<file path="config.mk">
export PLATFORM = sky130hd
export DESIGN_NAME = arith_shift_sequencer
export DESIGN_NICKNAME = d
export VERILOG_FILES = /design/src/rtl/arith_shift_sequencer.sv
export SDC_FILE = /design/constraint.sdc
export NUM_CORES = 1
export LEC_CHECK = 0
export ABC_CLOCK_PERIOD_IN_PS = 1400
export CELL_PAD_IN_SITES_DETAIL_PLACEMENT = 1
export CELL_PAD_IN_SITES_GLOBAL_PLACEMENT = 1
export CORE_MARGIN = 2
export CORE_UTILIZATION = 27
export CTS_CLUSTER_DIAMETER = 120
export DETAILED_ROUTE_END_ITERATION = 16
export GPL_ROUTABILITY_DRIVEN = 0
export MAX_ROUTING_LAYER = met4
export PLACE_DENSITY = 0.87
export SLEW_MARGIN = 20
export SYNTH_ARGS = -nofsm -noshare
export SYNTH_HDL_FRONTEND = slang
export SYNTH_SLANG_ARGS = --single-unit
</file>
<file path="constraint.sdc">
create_clock -name clk -period 1.4 [get_ports clk]
set_input_delay 0.28 -clock clk [delete_from_list [all_inputs] [get_ports clk]]
set_output_delay 0.28 -clock clk [all_outputs]
set_load 0.02 [all_outputs]
</file>
<file path="src/rtl/arith_shift_sequencer.sv">
// Multi-bit arithmetic shifter that drives an external 1-position shift stage once per cycle; accept->out_valid takes count+1 cycles.
// Holds the result until out_ready; the sticky left-shift ovf flag is built only when ALSU_SHIFT_OVF_EN is defined.
module arith_shift_sequencer #(
  parameter int WIDTH = 4,
  parameter int CNT_W = 3
) (
  input  logic             clk,
  input  logic             rst,
  input  logic             in_valid,
  output logic             in_ready,
  input  logic [WIDTH-1:0] A,
  input  logic [WIDTH-1:0] B,
  input  logic [1:0]       Sel,
  input  logic [CNT_W-1:0] count,
  output logic [WIDTH-1:0] stage_a,
  output logic [WIDTH-1:0] stage_b,
  output logic [1:0]       stage_sel,
  input  logic [WIDTH-1:0] stage_out,
  output logic             out_valid,
  input  logic             out_ready,
  output logic [WIDTH-1:0] result,
  output logic             ovf
);

  typedef enum logic [1:0] {IDLE = 2'd0, SHIFT = 2'd1, DONE = 2'd2} state_t;

  state_t           state_q, state_d;
  logic [WIDTH-1:0] work_q, work_d;
  logic [CNT_W-1:0] cnt_q, cnt_d;
  logic [1:0]       sel_q, sel_d;
  logic             in_ready_q, in_ready_d;
  logic             out_valid_q, out_valid_d;

  always_comb begin
    state_d     = state_q;
    work_d      = work_q;
    cnt_d       = cnt_q;
    sel_d       = sel_q;
    in_ready_d  = in_ready_q;
    out_valid_d = out_valid_q;
    case (state_q)
      IDLE: begin
        if (in_valid) begin
          sel_d      = Sel;
          work_d     = Sel[1] ? B : A;
          cnt_d      = count;
          in_ready_d = 1'b0;
          if (count == '0) begin
            state_d     = DONE;
            out_valid_d = 1'b1;
          end else begin
            state_d = SHIFT;
          end
        end
      end
      SHIFT: begin
        // Stage is combinational: its output for this cycle's work is written back now.
        work_d = stage_out;
        cnt_d  = cnt_q - CNT_W'(1);
        if (cnt_q == CNT_W'(1)) begin
          state_d     = DONE;
          out_valid_d = 1'b1;
        end
      end
      DONE: begin
        if (out_ready) begin
          state_d     = IDLE;
          out_valid_d = 1'b0;
          in_ready_d  = 1'b1;
        end
      end
      default: begin
        state_d     = IDLE;
        in_ready_d  = 1'b1;
        out_valid_d = 1'b0;
      end
    endcase
  end

  always_ff @(posedge clk) begin
    if (rst) begin
      state_q     <= IDLE;
      work_q      <= '0;
      cnt_q       <= '0;
      sel_q       <= 2'b00;
      in_ready_q  <= 1'b1;
      out_valid_q <= 1'b0;
    end else begin
      state_q     <= state_d;
      work_q      <= work_d;
      cnt_q       <= cnt_d;
      sel_q       <= sel_d;
      in_ready_q  <= in_ready_d;
      out_valid_q <= out_valid_d;
    end
  end

`ifdef ALSU_SHIFT_OVF_EN
  logic ovf_q, ovf_d;

  always_comb begin
    ovf_d = ovf_q;
    if (state_q == IDLE && in_valid)
      ovf_d = 1'b0;
    else if (state_q == SHIFT && sel_q[0])
      ovf_d = ovf_q | (work_q[WIDTH-1] ^ stage_out[WIDTH-1]);
  end

  always_ff @(posedge clk) begin
    if (rst) ovf_q <= 1'b0;
    else     ovf_q <= ovf_d;
  end

  assign ovf = ovf_q;
`else
  assign ovf = 1'b0;
`endif

  assign in_ready  = in_ready_q;
  assign out_valid = out_valid_q;
  assign result    = work_q;
  assign stage_a   = work_q;
  assign stage_b   = work_q;
  assign stage_sel = sel_q;

endmodule

</file>
==> qor.yml <==
post_cts_buffers: 0
power_switching_share_pct: 33.10
antenna_cells: 0
end_kind: "output pin"
path_buf_inv: 1
cts_made_buffers: 3
area_growth_pct: 51.66
top_layer: "met4"
yosys_most_used_dff: "dfxtp_1"
viasPerCell: 4.933
crit_chain: "dlygate4sd2_1"
grt-ovfl-total: 0
port_buffers: 36
critPathRequiredTime_ns: 1.12
final-hold-violation-count: 0
clkLatencyLatePin_ns: 0.27
drc: 0
maxCapViolations: 0
grt_pass1_wl_mm: 3.663
path_delay_family: "flip-flops"
fin_ws_ns: 0.09956
gr-usage-all-layers_pct: 15.28
core_area_um2: 2710
peakVddDrop_v: 0.0005935
hp-start: "out_valid"
setup_violations: 0
first_global_vias: 786
wl_met1_um: 869
clkPwrFrac_pct: 21.1
stdcell_count: 150
ys_async_sr_fraction_pct: 0
synth.net_count: 107
dr_wl_met2_mm: 1.011
clockRootBuffer: "clkbuf_4"
layout_min_cycle_time_ns: 1.300
status: "finished clean"
cp_max_fo: 4
fillCellCount: 323
worst_path_max_delay_cell: "dfxtp_1"
p_leak_uw: 0.0005241
finalCritPeriodShare_pct: 92.89
p_comb_share_pct: 36.7
seqPwrFrac_pct: 42.2
worstReg2RegEnd: "out_valid"
hold_depth: 2
max_freq_ghz: 0.7690
synth_edf_count: 0
hold_end: "out_valid"
powerDensity_nw_per_um2: 958.8
syn_area_um2: 753.2
r2r-start: "cnt_q[1]"
syn_area_per_cell_um2: 8.967
rsz0062_at_grt: "false"
post-place-ws_ns: -0.3992
firstDrtPassIters: 7
cts_tree: "done"
yosysSeqAreaShare_pct: 34.55
nNetsFinal: 143
grt_max_degree: 11
clock_path_buffers: 2
fp.dieW_um: 56.82
start_util_pct: 27.79
dp_cells: 146
cts.sinks: 13
antenna_found_initial: 0
clkTransAtPathRegs_ns: 0.08
hold_ws_ns: 0.4750
synth.distinct_cells: 29
die_area_um2: 3228
mostFrequentLayoutCells: "clkdlybuf4s50_1 (18), dlygate4sd2_1 (17), dfxtp_1 (10)"
die_h_um: 56.82
wirelength_mm: 2.134
max_stage_delay_ns: 0.38
r2r_setup_slack_ns: 0.13
netlist_instances: 84
drive_gt1_share_pct: 21.01
htree_levels: 1
worst_hold_path_type: "reg -> reg"
post_drt_wl_per_cell_um: 14.23
ys_seq_elements: 13
p_int_uw: 732.8
cp-start-kind: "register"
dpl.hpwl_mm: 1.746
final_common_cell: "clkdlybuf4s50_1"
multi_input_area_um2: 404.1
rows: 19
via_count: 740
cp_data_arrival_time_ns: 1.02
drv_slew: 0
drt_iter0_drc: 18
postRouteAntennaNets: 0
r2r_cells: 5
worstSetupPathType: "reg -> out"
io_pins: 38
cts_hold_buf: 0
power.switching_uw: 362.6
route.met3.wl_um: 217
ys_warn_count: 0
final-seq-area_um2: 264.0
skew_ns: 0.001254
cells by family after synthesis:
logic type	share of synthesized area, %
mux	9.967
simple gates	19.43
fa+ha+maj	3.322
flops	34.55
buf+inv	12.79
other cells	0.4979
compound gates	19.44
power groups by stage:
stage	registers (uW)	logic [uW]	clock network, uW
final	463	402	231
after global routing	474	440	259
after CTS	460	402	241
after detailed placement	469	435	0
after global placement	464	420	0
after floorplan	480	236	0
metrics by stage:
| step | TNS [ns] | total power (uW) | cell area (um2) | util [%] |
|---|---|---|---|---|
| 2_1_floorplan | 0 | 716.0 | 753.2 | - |
| 3_3_place_gp | -2.563 | 883.3 | 1124 | 41.46 |
| 3_5_place_dp | -2.955 | 904.1 | 1124 | 41.46 |
| 4_1_cts | 0 | 1102 | 1130 | 41.69 |
| 5_1_grt | 0 | 1173 | 1142 | 42.15 |
| 6_report | 0 | 1095 | 1142 | 42.15 |
per-layer routing:
layer | up-vias | GRT usage, %
li1 | 362 | -
met5 | - | -
met2 | 37 | 25.58
met3 | 4 | 3.917
met4 | 0 | 6.977
met1 | 337 | 17.02
final cells by class:
cell class	instances	area share (%)
Multi-Input combinational cell	55	35.38
Inverter	4	1.314
Tap cell	31	3.395
Clock buffer	4	2.300
Sequential cell	13	23.11
Timing Repair Buffer	43	34.50
cells in the mapped netlist (all sizes together) (3+ instances only):
cell type  number  area [um2]
buf            11       77.57
mux2i           3       30.03
dfxtp          13       260.3
a222oi          4       40.04
nor2b           4       25.02
nand2           4       15.01
inv             4       15.01
mux2            4       45.04
o21ai           4       20.02
a21oi           3       15.01
nor2            8       30.03
registers in the layout, summed over array words and instances (netlist names):
signal,flops
cnt_q,3
in_ready,1
out_valid,1
result,4
stage_sel,2
state_q,2
worst max path at each step:
stage | from | end | slack [ns] | depth (start not counted)
final | result[1] | result[1] | 0.1 | 1
after global routing | cnt_q[1] | out_valid | 0.02 | 5
after CTS | in_valid | result[1] | 0.02 | 5
after detailed placement | Sel[1] | result[1] | -0.40 | 4
after global placement | Sel[1] | result[3] | -0.30 | 4
after floorplan | cnt_q[1] | out_valid | 0.24 | 5
what timing repair did:
action                                  in CTS  in global routing
endpoints found under the setup margin      20                  4
pin swaps                                    0                  2
resized for setup                           18                  6
No activity file was read; power rests on OpenSTA's default activity.
